File: config.mk
export PLATFORM = sky130hd
export DESIGN_NAME = pipe_hazard_ctrl
export DESIGN_NICKNAME = d
export VERILOG_FILES = /design/src/rtl/pipe_hazard_ctrl.sv
export SDC_FILE = /design/constraint.sdc
export NUM_CORES = 1
export LEC_CHECK = 0
export ABC_CLOCK_PERIOD_IN_PS = 2570
export BUFFER_PORTS_ARGS = -buffer_cell sky130_fd_sc_hd__buf_2
export CAP_MARGIN = 5
export CORE_MARGIN = 2
export CORE_UTILIZATION = 45
export DETAILED_ROUTE_END_ITERATION = 8
export GPL_TIMING_DRIVEN = 0
export HOLD_SLACK_MARGIN = 0.02
export MAX_ROUTING_LAYER = met4
export PLACE_DENSITY = 0.79
export SLEW_MARGIN = 10
export SYNTH_ARGS = -nofsm -noshare
export SYNTH_HDL_FRONTEND = slang
export SYNTH_SLANG_ARGS = --single-unit
File: constraint.sdc
create_clock -name Clk -period 2.57 [get_ports Clk]
set_clock_uncertainty 0.2 [all_clocks]
set_input_delay 0.1285 -clock Clk [delete_from_list [all_inputs] [get_ports Clk]]
set_output_delay 0.1285 -clock Clk [all_outputs]
set_load 0.02 [all_outputs]
File: src/rtl/pipe_hazard_ctrl.sv
// Hazard and sequencing controller for a 5-stage pipeline: stage enables, flush/bubble,
// EX forwarding selects, memory-wait freeze with timeout, and saturating perf counters.
module pipe_hazard_ctrl #(
    parameter int MAX_WAIT = 16,
    parameter int CNT_W    = 16
) (
    input  logic             Clk,
    input  logic             Rst,
    input  logic [4:0]       ID_Rs,
    input  logic [4:0]       ID_Rt,
    input  logic             ID_UsesRt,
    input  logic [4:0]       EX_Rs,
    input  logic [4:0]       EX_Rt,
    input  logic             EX_MemtoReg,
    input  logic             EX_Take,
    input  logic             MEM_RegWr,
    input  logic [4:0]       MEM_Rw,
    input  logic             WB_RegWr,
    input  logic [4:0]       WB_Rw,
    input  logic             mem_req,
    input  logic             mem_ready,
    output logic             PC_We,
    output logic             IFID_We,
    output logic             IFID_flush,
    output logic             IDEX_We,
    output logic             IDEX_bubble,
    output logic             EXMEM_We,
    output logic             MEMWB_We,
    output logic [1:0]       ForwardA,
    output logic [1:0]       ForwardB,
    output logic             err,
    output logic [CNT_W-1:0] stall_cnt,
    output logic [CNT_W-1:0] flush_cnt
);

    localparam int WC_W = $clog2(MAX_WAIT + 1);

    typedef enum logic [1:0] {
        S_RUN  = 2'd0,
        S_WAIT = 2'd1,
        S_ERR  = 2'd2
    } state_t;

    state_t             r_state;
    logic [WC_W-1:0]    r_wait_cnt;
    logic               r_err;
    logic [CNT_W-1:0]   r_stall_cnt;
    logic [CNT_W-1:0]   r_flush_cnt;

    logic w_freeze;
    logic w_lu;
    logic w_advance;
    logic w_take;
    logic w_stall;

    // Select MEM result over WB result; $0 is hardwired and never forwarded.
    function automatic logic [1:0] fwd_sel(
        input logic [4:0] src,
        input logic       mem_wr,
        input logic [4:0] mem_rw,
        input logic       wb_wr,
        input logic [4:0] wb_rw
    );
        logic [1:0] sel;
        if (mem_wr && (mem_rw != 5'd0) && (mem_rw == src)) begin
            sel = 2'b10;
        end else if (wb_wr && (wb_rw != 5'd0) && (wb_rw == src)) begin
            sel = 2'b01;
        end else begin
            sel = 2'b00;
        end
        return sel;
    endfunction

    // Hazard detection and the per-cycle advance/flush/stall decision.
    always_comb begin
        w_freeze  = mem_req & ~mem_ready;
        w_lu      = EX_MemtoReg & (EX_Rt != 5'd0) &
                    ((EX_Rt == ID_Rs) | (ID_UsesRt & (EX_Rt == ID_Rt)));
        w_advance = 1'b0;
        if (Rst) begin
            w_advance = 1'b0;
        end else begin
            case (r_state)
                S_RUN:   w_advance = ~w_freeze;
                S_WAIT:  w_advance = mem_ready;
                S_ERR:   w_advance = 1'b0;
                default: w_advance = 1'b0;
            endcase
        end
        w_take  = w_advance & EX_Take;
        w_stall = w_advance & ~EX_Take & w_lu;
    end

    // Stage enables and forwarding selects; everything held quiet while in reset.
    always_comb begin
        PC_We       = w_advance & ~w_stall;
        IFID_We     = w_advance & ~w_stall;
        IFID_flush  = w_take;
        IDEX_We     = w_advance;
        IDEX_bubble = w_take | w_stall;
        EXMEM_We    = w_advance;
        MEMWB_We    = w_advance;
        ForwardA    = 2'b00;
        ForwardB    = 2'b00;
        if (Rst) begin
            ForwardA = 2'b00;
            ForwardB = 2'b00;
        end else begin
            ForwardA = fwd_sel(EX_Rs, MEM_RegWr, MEM_Rw, WB_RegWr, WB_Rw);
            ForwardB = fwd_sel(EX_Rt, MEM_RegWr, MEM_Rw, WB_RegWr, WB_Rw);
        end
    end

    // Memory-wait FSM; the first frozen cycle is spent in RUN, hence wait_cnt starts at 1.
    always_ff @(negedge Clk) begin
        if (Rst) begin
            r_state    <= S_RUN;
            r_wait_cnt <= '0;
            r_err      <= 1'b0;
        end else begin
            case (r_state)
                S_RUN: begin
                    if (w_freeze) begin
                        r_state    <= S_WAIT;
                        r_wait_cnt <= WC_W'(1);
                    end else begin
                        r_state    <= S_RUN;
                        r_wait_cnt <= '0;
                    end
                end
                S_WAIT: begin
                    if (mem_ready) begin
                        r_state    <= S_RUN;
                        r_wait_cnt <= '0;
                    end else if (r_wait_cnt == WC_W'(MAX_WAIT - 1)) begin
                        r_state <= S_ERR;
                        r_err   <= 1'b1;
                    end else begin
                        r_wait_cnt <= r_wait_cnt + WC_W'(1);
                    end
                end
                S_ERR: begin
                    r_state <= S_ERR;
                    r_err   <= 1'b1;
                end
                default: begin
                    r_state    <= S_RUN;
                    r_wait_cnt <= '0;
                end
            endcase
        end
    end

    // Saturating performance counters, stepped only when the action is actually driven.
    always_ff @(negedge Clk) begin
        if (Rst) begin
            r_stall_cnt <= '0;
            r_flush_cnt <= '0;
        end else begin
            if (w_stall && (r_stall_cnt != {CNT_W{1'b1}})) begin
                r_stall_cnt <= r_stall_cnt + CNT_W'(1);
            end else begin
                r_stall_cnt <= r_stall_cnt;
            end
            if (w_take && (r_flush_cnt != {CNT_W{1'b1}})) begin
                r_flush_cnt <= r_flush_cnt + CNT_W'(1);
            end else begin
                r_flush_cnt <= r_flush_cnt;
            end
        end
    end

    assign err       = r_err;
    assign stall_cnt = r_stall_cnt;
    assign flush_cnt = r_flush_cnt;

endmodule

# Word-level counts from Yosys, hierarchy flattened
# Index checks and enable logic that the tools add are counted.
[totals]
regBits = 40
in_bits = 39
wordCells = 72
output_inout_bits = 44
[classes]
reduce_logical = 15
n_mux = 19
n_addsub = 3
bitwise = 15
n_eq_ne = 15
[op_table]
columns = ["op", "n"]
rows = [
  ["adder 16 x 1 -> 16 bit, second input constant", 2],
  ["inequality test 16 bit, second input constant", 2],
  ["== test 5 bit", 6],
  ["case mux 5 bit (3 select lines)", 1],
  ["nonzero test 5 bit", 3],
  ["two-way mux 2 bit", 6],
  ["two-way mux 5 bit", 2],
  ["bitwise AND 1 bit", 8],
  ["logical AND 1 bit", 8],
  ["two-way mux 1 bit", 7],
  ["inequality test 3 bit, second input constant", 2],
  ["case mux 2 bit (3 select lines)", 1],
  ["adder 5 x 1 -> 5 bit, second input constant", 1],
  ["== test 5 x 4 -> 1 bit, second input constant", 1],
  ["NOT 1 bit", 5],
  ["inequality test 2 bit, second input constant", 2],
  ["case mux 1 bit (2 select lines)", 2],
  ["AND reduction 3 bit", 1],
  ["== test 2 x 1 -> 1 bit, second input constant", 1],
  ["== test 2 bit, second input constant", 1],
  ["zero test 2 bit", 1],
  ["OR 1 bit", 2],
  ["AND reduction 2 bit", 1],
  ["nonzero test 2 bit", 1],
]

# Longest topological paths before layout
[depth]
depth_word = 9
mapped_depth = 9
depth_no_buf = 8

==> results.md <==
* Cells after Synth at 306
* Hold Crit Class: reg2reg
* Power Dens Cells at 388 mW/mm^2
* Overflow after GRT at 0
* Highest net fanout along the worst path at 5
* Post-Layout Cell Count at 532
* Synth cell types at 44
* Grt met2 use at 0.453
* # IOs at 83
* Setup slack after layout at -0.577 ns
* Die W at 78.3 um
* Relative slew slack at 0.559
* Total Wirelength at 8980 um
* Worst setup EP type: output port
* Drt first pass iters at 5
* Dpl hpwl at 5050 um
* Area Overhead vs Synth at 68.3%
* CTS clk-pin slew, worst paths at 0.05 ns
* Met3 usage at 0.0713
* H-tree Lvls at 2
* Vias in the first global route at 2,969
* Sink Count at 40
* Worst slew pin tran at 0.660 ns
* Starting density of the core at 0.460
* Worst endpoint data arrival time at 2.82 ns
* Root Buffer: clkbuf_8
* Area of the multi-input gates at 0.00205 mm^2
* Syn avg cell area at 8.12 um^2
* Yosys top cell area share at 0.322
* Largest net degree at the start of global routing at 14
* Initial drt markers at 201
* Worst Path Required at 2.24 ns
* Diode count at 0
* Final core occ at 0.774
* CTS tree: yes
* Leak pwr at 1.74 nW
* CTS Buf Count at 5
* Fill count at 348
* Wire per inst at 16.9 um
* CTS Buffer Depth at 2
* DIE AREA at 0.00613 mm^2
* Total GRT Usage at 0.262
* Netlist area before placement at 0.00248 mm^2
* Synth Flop Type: dfxtp_1
* Worst skew pair latency at 0.38 ns
* Reported max-cap violation count at 0
* Chip Height at 78.3 um
* Flops & latches, synth at 40
* Reg area at 853 um^2
* Max-slew violations at 0
* Hold buffers post-CTS at 0
* Initial antenna violation count at 0
* GRT busiest layer: met2
* DP Cell Count at 455
* Fin. Hold Viols at 0
* RSZ-0062 raised after global routing: true
* Post-DRT Antenna Nets at 0
* Yosys Warn Count at 0
* Final net count at 502
* Area leader, netlist: dfxtp_1
* Synth top area cells: dfxtp_1 (32%), xnor2_1 (9.2%), xor2_1 (7.4%)
* Seq/Total Area, Yosys at 0.322
* Type of origin of the critical path: flop
* Post-synth EDFFs at 0
* # rows at 27
* Via/cell ratio at 5.77
* Status: complete, but fails checks
* Async set-reset flop share out of synthesis at 0
* Core Region at 0.00541 mm^2
* Via Count at 3,071
* Failing checks: setup timing
* Met1 Use GR at 0.285
* Layout cells sized above 1 at 0.470
* Critical path type: reg2out
* VDD IR max at 0.283 mV
* First-pass GRT wire length at 13,000 um
* Drt drc at 0
* Pre-CTS setup slack at -0.735 ns
* PortBufs at 77
* Routability cong. at 0.976
* Syn nets at 349
* # setup viols final at 35
==> metrics by stage <==
| stage | TNS, ns | instance area (um^2) | power (mW) | hold slack (ns) |
|---|---|---|---|---|
| 2_1_floorplan | -8.75 | 2640 | 0.861 | 0.228 |
| 3_3_place_gp | -17.96 | 3110 | 0.927 | 0.249 |
| 3_5_place_dp | -19.38 | 3110 | 0.931 | 0.264 |
| 4_1_cts | -7.76 | 3710 | 1.59 | 0.278 |
| 5_1_grt | -10.83 | 4180 | 1.72 | 0.285 |
| 6_report | -9.01 | 4180 | 1.62 | 0.277 |
==> placed cells by master, fill, tap and decap left out, types with 12 or more instances in the layout <==
cell type,instances
dfxtp_2,18
nand3_1,13
buf_2,43
a21oi_1,12
xor2_1,19
nand2_1,16
xnor2_1,25
nor2_1,28
buf_6,15
inv_1,44
buf_4,52
nand4_1,14
dfxtp_1,14
==> flip-flops by register name, indices dropped and copies added, names as in the netlist <==
register	count
flush_cnt	16
r_state	2
err	1
r_wait_cnt	5
stall_cnt	16
==> final timing paths <==
path,start,to,slack (ns),cells after the start
min reg2reg,flush_cnt[2],flush_cnt[2],0.28,1
min,flush_cnt[2],flush_cnt[2],0.28,1
max reg2reg,flush_cnt[1],flush_cnt[4],0.05,7
max,r_state[1],PC_We,-0.58,7
==> synthesized netlist by cell type (5+ instances only) <==
library cell and instances:
xor2_1 21, inv_1 7, nand2_1 19, buf_2 5
nor3_1 12, clkbuf_1 7, nand3_1 14, or4_1 11
xnor2_1 26, nor2_1 32, nand4_1 14, a21oi_1 18
o31ai_1 8, dfxtp_1 40, and4_1 5, o21ai_0 7
nor4_1 15
==> layer usage <==
metal	wire length (um)	part of all wire
met5	0	0
met4	268	0.030
met3	566	0.063
met2	4580	0.51
met1	3560	0.40
==> repair_timing <==
action                     4_1_cts  5_1_grt
buffers inserted                16       12
cloned                           3        0
resized for setup               65      100
setup endpoints to repair       52       68
pin swaps                       16       30
==> power by group <==
part / switching, mW / total, mW / internal, mW
registers: 0.00475 / 0.624 / 0.620
clock network: 0.438 / 0.713 / 0.275
logic: 0.151 / 0.286 / 0.134
total: 0.594 / 1.62 / 1.03
==> final cells by class <==
| class | count | area share |
|---|---|---|
| plain buffers | 17 | 0.0398 |
| well taps | 72 | 0.0215 |
| clock buffers | 5 | 0.0165 |
| clock inverters | 43 | 0.0407 |
| flip-flops and latches | 40 | 0.204 |
| inverters | 6 | 0.00539 |
| multi-input cells | 242 | 0.491 |
| repair buffers | 107 | 0.181 |
==> cells by family (layout without fill, tap and decap cells) <==
kind of cell             Yosys count  after routing  synth area share
adder cells (fa/ha/maj)            4              4            0.0201
XOR/XNOR                          47             47             0.166
AO/OA/AOI/OAI                     47             47             0.120
flip-flops                        40             40             0.322
AND/OR/NAND/NOR                  141            141             0.312
multiplexers                       3              3            0.0131
buffers and inverters             24            178            0.0463
==> worst max-delay path, cell delays in order, from the launching register on <==
cell and delay [ns]:
dfxtp_4 0.36, nor2_4 0.10, nand2_2 0.07, buf_4 0.13
buf_4 0.12, nor2_2 0.16, buf_6 0.12, buf_6 0.10
No activity file was read; power rests on OpenSTA's default activity.
